File: src/rtl/sseg_pkg.sv
// Shared constants for the six-digit multiplexed seven-segment scanner.
package sseg_pkg;

    localparam int unsigned NUM_DIGITS = 6;

    // Fully dark pattern for segments plus decimal point (active low).
    localparam logic [7:0] SSEG_BLANK = 8'hFF;

    // Active-low glyphs, bit0=a .. bit6=g, indexed by nibble value 0..F.
    localparam logic [6:0] GLYPH_TABLE [16] = '{
        7'h40, 7'h79, 7'h24, 7'h30, 7'h19, 7'h12, 7'h02, 7'h78,
        7'h00, 7'h10, 7'h08, 7'h03, 7'h46, 7'h21, 7'h06, 7'h0E
    };

endpackage

File: src/rtl/sseg_scan_hex_to_sseg.sv
// Combinational nibble to active-low seven-segment glyph decoder.
module hex_to_sseg
    import sseg_pkg::*;
(
    input  logic [3:0] i_nibble,
    output logic [6:0] o_seg
);

    // Table lookup of the glyph for the selected nibble.
    always_comb begin
        o_seg = GLYPH_TABLE[i_nibble];
    end

endmodule

File: src/rtl/sseg_scan.sv
// Six-digit multiplexed seven-segment scanner with per-slot ghosting guard,
// frame-synchronous input snapshot and optional leading-zero blanking.
module sseg_scan
    import sseg_pkg::*;
#(
    parameter int unsigned PRESCALE = 4
) (
    input  logic        clk,
    input  logic        rst,
    input  logic [23:0] value,
    input  logic [5:0]  dp,
    input  logic        blank_lz,
    output logic [7:0]  sseg,
    output logic [5:0]  AN
);

    localparam int unsigned PW = (PRESCALE > 1) ? $clog2(PRESCALE) : 1;
    localparam logic [2:0]  LAST_IDX = 3'(NUM_DIGITS - 1);

    logic [PW-1:0] r_pcnt;
    logic [2:0]    r_idx;
    logic [23:0]   r_value;
    logic [5:0]    r_dp;
    logic          r_blz;
    logic [7:0]    r_sseg;
    logic [5:0]    r_an;

    logic          w_wrap;
    logic          w_frame_start;
    logic [4:0]    w_shift;
    logic [3:0]    w_nibble;
    logic [23:0]   w_higher;
    logic          w_blank;
    logic [6:0]    w_glyph;
    logic [7:0]    w_sseg_nxt;
    logic [5:0]    w_an_nxt;

    assign w_wrap        = (r_pcnt == PW'(PRESCALE - 1));
    assign w_frame_start = (r_pcnt == '0) && (r_idx == '0);

    // Prescaler and digit index; the index only moves on a prescaler wrap.
    always_ff @(posedge clk or posedge rst) begin
        if (rst) begin
            r_pcnt <= '0;
            r_idx  <= '0;
        end else if (w_wrap) begin
            r_pcnt <= '0;
            r_idx  <= (r_idx == LAST_IDX) ? '0 : r_idx + 3'd1;
        end else begin
            r_pcnt <= r_pcnt + PW'(1);
        end
    end

    // Frame snapshot, taken in the idx 0 guard cycle so a frame never mixes inputs.
    always_ff @(posedge clk or posedge rst) begin
        if (rst) begin
            r_value <= '0;
            r_dp    <= '0;
            r_blz   <= 1'b0;
        end else if (w_frame_start) begin
            r_value <= value;
            r_dp    <= dp;
            r_blz   <= blank_lz;
        end
    end

    // Select the current digit and decide whether it is a suppressed leading zero.
    always_comb begin
        w_shift  = {r_idx, 2'b00};
        w_nibble = r_value[w_shift +: 4];
        w_higher = r_value >> w_shift;
        w_blank  = r_blz && (r_idx != '0) && (w_higher == '0);
    end

    hex_to_sseg u_hex_to_sseg (
        .i_nibble (w_nibble),
        .o_seg    (w_glyph)
    );

    // Next output pattern: dark during the guard cycle or a blanked slot.
    always_comb begin
        w_sseg_nxt = SSEG_BLANK;
        w_an_nxt   = '1;
        if ((r_pcnt != '0) && !w_blank) begin
            w_sseg_nxt = {~r_dp[r_idx], w_glyph};
            w_an_nxt   = ~(6'b000001 << r_idx);
        end
    end

    // Registered outputs, one cycle behind the scan position.
    always_ff @(posedge clk or posedge rst) begin
        if (rst) begin
            r_sseg <= SSEG_BLANK;
            r_an   <= '1;
        end else begin
            r_sseg <= w_sseg_nxt;
            r_an   <= w_an_nxt;
        end
    end

    assign sseg = r_sseg;
    assign AN   = r_an;

endmodule

File: config.mk
export PLATFORM = sky130hd
export DESIGN_NAME = sseg_scan
export DESIGN_NICKNAME = d
export VERILOG_FILES = /design/src/rtl/sseg_pkg.sv /design/src/rtl/sseg_scan_hex_to_sseg.sv /design/src/rtl/sseg_scan.sv
export SDC_FILE = /design/constraint.sdc
export NUM_CORES = 1
export LEC_CHECK = 0
export CAP_MARGIN = 40
export CORE_ASPECT_RATIO = 1.25
export CORE_MARGIN = 2
export CORE_UTILIZATION = 52
export CTS_BUF_LIST = sky130_fd_sc_hd__clkbuf_16
export DETAILED_ROUTE_END_ITERATION = 16
export PLACE_DENSITY_LB_ADDON = 0.15
export SLEW_MARGIN = 20
export SYNTH_ARGS = -nofsm -noshare
export SYNTH_HDL_FRONTEND = slang
export SYNTH_SLANG_ARGS = --single-unit
File: constraint.sdc
create_clock -name clk -period 3.4 [get_ports clk]
set_input_delay 0.68 -clock clk [delete_from_list [all_inputs] [get_ports clk]]
set_output_delay 0.68 -clock clk [all_outputs]
set_load 0.1 [all_outputs]
==> summary by stage <==
Floorplanning
The number of top-level design ports is 47. The chip height is 82.26 um. For this configuration, the core starts out at a cell density of 53.86%. The die covers 5479 sq um. The area of the placeable core is 4730 sq um. The number of placement rows is 28.

The die extent in x is 66.61 um.

Setup path
The worst endpoint data arrival time is 3.21 ns. The worst-path maximum fanout is 15. Traced cell by cell, the critical path runs through mux2i_1 -> mux2i_1 -> o2bb2ai_1 -> inv_1 -> ha_1 -> nand2_1 -> a21oi_1 -> a31oi_1 -> o31a_1 -> o221ai_1. The cell with the largest stage delay on the worst path is sky130_fd_sc_hd__dfrtp_1.

The setup slack of the most critical reg-to-reg path is 0.35 ns. The worst register-to-register path begins at r_idx[0]. The stage delay of the slowest cell on the critical path is 0.68 ns. The startpoint class of the critical path is a register. The destination of the worst register-to-register timing path is sseg[5]. The worst setup path is captured at a register. The most common cell type on the critical path is sky130_fd_sc_hd__mux2i_1. The number of cells on the worst reg-to-reg path is 10. By startpoint and endpoint, the worst setup path is classified as reg2reg.

The data required time of the critical path is 3.56 ns.

Min path
For hold timing, the worst endpoint is r_pcnt[0]. The classification of the worst-slack hold path is reg2reg. The cell count of the worst hold path is 1. The worst hold path startpoint is r_pcnt[0].

Final layout
The number of fillers in the final layout is 405. The multi-input combinational cells in the finished layout cover a total of 1182 sq um. The share of post-route cells with drive strength above 1 is 34.92%. The relative area change from synthesis to final layout is 24.51%. The total area of sequential cells is 1269 sq um. The diode insertion count for antenna repair is 0.

In the final design database the tool counted 293 nets. At the end of the flow the core is filled with cells to 67.06%.

Synthesis
In the post-synthesis netlist, the cell with the most instances is sky130_fd_sc_hd__dfrtp_1. During synthesis, Yosys emitted a total of 0 warnings. In the synthesized netlist, the cells that appear most often are 36 x sky130_fd_sc_hd__dfrtp_1, 31 x sky130_fd_sc_hd__mux2_2, 14 x sky130_fd_sc_hd__dfstp_2. The most frequently used flop master after synthesis is sky130_fd_sc_hd__dfrtp_1. In this run, distinct cell masters in the synthesized netlist total 47. After synthesis, the share of flip-flops with an asynchronous set or reset is 100.0%. After synthesis, flip-flops and latches occupy 49.80% of the total area. Summed over all instances, the cell type with the most area after synthesis is sky130_fd_sc_hd__dfrtp_1. The area fraction of the dominant cell type after synthesis is 35.36%. The mean instance size in the synthesized netlist is 12.43 sq um.

Counting flops with a built-in enable in the synthesized netlist gives 0. After synthesis, the cell types taking the most area are sky130_fd_sc_hd__dfrtp_1 35%, sky130_fd_sc_hd__dfstp_2 14%, sky130_fd_sc_hd__mux2_2 14%. The register bit count reported by yosys is 50. The gate count of the mapped netlist is 205. The cell area that synthesis handed to floorplanning was 2547 sq um. The post-synthesis net count is 247.

CTS
The number of H-tree branching levels is 2. The longest clock path from root to sink contains 2 buffers. The master cell of the clock root buffer is sky130_fd_sc_hd__clkbuf_16. The clock slew at the register clock pins of the worst setup and hold paths is 0.06 ns. The later-pin clock latency in the skew report is 0.28 ns. The number of hold buffers added after CTS is 0. Clock tree synthesis inserted a total of 5 buffers.

The clock tree from TritonCTS is yes. In this run, post-CTS repair resized a total of 0 instances. The clock sink count is 50.

Once the clock tree was built, the setup fixing pass inserted 0 buffers.

Power
VDD sags by at most 0.0003060 V. The analysis attributes to cell leakage a power of 0.001327 uW. Per report_power, the combinational group accounts for 9.5% of the total.

Dividing total power by cell area gives a power density of 382.5 nW/um^2. Of the total power, the share spent switching nets is 21.53%. Sequential cells account for 52.1% of the total power.

Cell internal power was estimated by the tool at 951.9 uW. The proportion of power drawn by the clock network is 38.4%. The net switching power is 261.2 uW.

Global route
The number of global-route vias before repair is 1752. The maximum number of pins on one net before global-route repair is 38. The global-route wire length before repair is 8231 um.

The number of antenna violations at the first check in global routing is 0. The total congestion overflow is 0. The total track usage is 19.85%.

STA
Timing would allow up to 328.4 MHz. Setup repair after global routing left no endpoint under its margin. The headroom to the max-slew limit is 52.85%.

Subtracting the final worst setup slack from the clock period gives 3.046 ns. The total negative slack for setup checks is 0 ns. On the final layout, the worst clock skew is 0.003593 ns. The max-slew violation total from the final report is 0. The final setup violation count is 0. The transition at the pin with the smallest max-transition slack is 0.7072 ns. Final hold analysis gives a worst-case slack of 0.4536 ns. The final hold violation count came to 0. After layout, the worst path uses 89.57% of the clock period.

Routing
The routed layout has 1740 vias. The count of routing violations after the opening detailed-route iteration is 88. After detailed routing, the average wire length per cell comes to 15.32 um. The ratio of routed vias to standard cells is 5.577. The first-pass detailed-route iteration total is 4. The detail route stage leaves a number of antenna-violating nets equal to 0. The number of DRC violations after detailed routing is 0. The routed design has 4781 um of wire.

Job
The reported max-cap violation count is 0.

Place
The weighted congestion reported at the end of routability-driven placement is 0.8383. Once detailed placement completed, the half-perimeter wirelength came to 3637 um. The number of buffers added on ports is 46.

Outcome
The flow ran to the end, and the final reports show no timing, DRC or antenna violations.
==> placed cells by master, fill, tap and decap left out, types with 2 or more instances in the layout <==
cell type                         netlist  layout
sky130_fd_sc_hd__mux4_2                 3       3
sky130_fd_sc_hd__dfstp_2               14      14
sky130_fd_sc_hd__nor2b_1                3       3
sky130_fd_sc_hd__nand2_2                2       2
sky130_fd_sc_hd__a22oi_1                2       2
sky130_fd_sc_hd__clkdlybuf4s50_1        0      32
sky130_fd_sc_hd__a21oi_1                4       4
sky130_fd_sc_hd__o221ai_2               2       2
sky130_fd_sc_hd__buf_4                  0      20
sky130_fd_sc_hd__nor2_1                 6       6
sky130_fd_sc_hd__ha_1                   9       9
sky130_fd_sc_hd__nand2b_1               2       2
sky130_fd_sc_hd__nand3_2                3       3
sky130_fd_sc_hd__mux2_2                31      31
sky130_fd_sc_hd__mux2i_1               13      13
sky130_fd_sc_hd__o2bb2ai_1              2       2
sky130_fd_sc_hd__a31oi_1                2       2
sky130_fd_sc_hd__o21ai_0                5       5
sky130_fd_sc_hd__inv_1                 10      10
sky130_fd_sc_hd__o211ai_2               2       2
sky130_fd_sc_hd__and2_1                 2       2
sky130_fd_sc_hd__dfrtp_1               36      36
sky130_fd_sc_hd__or4_1                  4       4
sky130_fd_sc_hd__nor3_1                 6       6
sky130_fd_sc_hd__a211o_1                2       2
sky130_fd_sc_hd__o221ai_1               2       2
sky130_fd_sc_hd__nand2_1                7       7
sky130_fd_sc_hd__clkbuf_16              0       5
==> power groups by stage <==
stage	Clock, uW	Combinational [uW]	Sequential (uW)
2_1_floorplan	0	66.9	636
3_3_place_gp	0	116	642
3_5_place_dp	0	117	643
4_1_cts	475	118	632
5_1_grt	501	129	635
6_report	465	116	632
==> worst max-delay path: cells and delay by family, from the launching register on <==
kind / cells / cell delay (ns)
AOI/OAI and AO/OA: 5 / 1.39
and+or+nand+nor: 1 / 0.07
muxes: 2 / 0.35
DFF: 1 / 0.68
adders and majority gates: 1 / 0.26
buffers and inverters: 1 / 0.18
==> routing by layer <==
metal  vias to the layer above  GRT usage, %  share of wire (%)
li1                        832             -                  -
met1                       857         24.71                 43
met2                        44         35.00                 52
met3                         7         3.659                3.6
met4                         0         6.122                1.3
met5                         -             0                  0
==> through the flow <==
step                      setup slack (ns)  total power (uW)  area, sq um  cells
after CTS                           0.3349              1225         3172    312
final                               0.3545              1213         3172    312
after global placement              0.4884             758.6         3034    304
after floorplan                     0.6831             703.0         2547    205
after global routing               0.06299              1264         3172    312
after detailed placement            0.3397             759.9         3034    304
==> cells by family (layout without fill, tap and decap cells) <==
group / count (synthesis) / after routing / synth area share [%]
xor+xnor: 1 / 1 / 0.3439
compound gates: 32 / 32 / 9.971
mux: 48 / 48 / 21.91
simple gates: 42 / 42 / 9.775
fa+ha+maj: 9 / 9 / 4.421
buf+inv: 23 / 70 / 3.782
flops: 50 / 50 / 49.80
==> area by class of cell <==
cell class,count,share of cell area [%]
clock inverter,3,0.3945
inverter,10,1.183
tap,60,2.367
timing repair buffer,52,14.83
clock buffer,5,3.945
sequential,50,40.00
multi-input combinational,132,37.28
==> worst max path at each step <==
| stage | start | endpoint | slack [ns] | cells after the start |
|---|---|---|---|---|
| detailed placement | r_idx[0] | sseg[5] | 0.34 | 10 |
| global placement | r_idx[0] | sseg[1] | 0.49 | 10 |
| floorplan | r_idx[0] | sseg[6] | 0.68 | 13 |
| CTS | r_idx[0] | sseg[5] | 0.33 | 10 |
| global route | r_idx[0] | sseg[5] | 0.06 | 10 |
| finish | r_idx[0] | sseg[5] | 0.35 | 10 |
==> flip-flops by register name, summed over array words and instances, names as in the netlist <==
name     cells
r_blz        1
r_value     24
AN           6
r_idx        3
r_dp         6
r_pcnt       2
sseg         8
No activity file was read; power rests on OpenSTA's default activity.
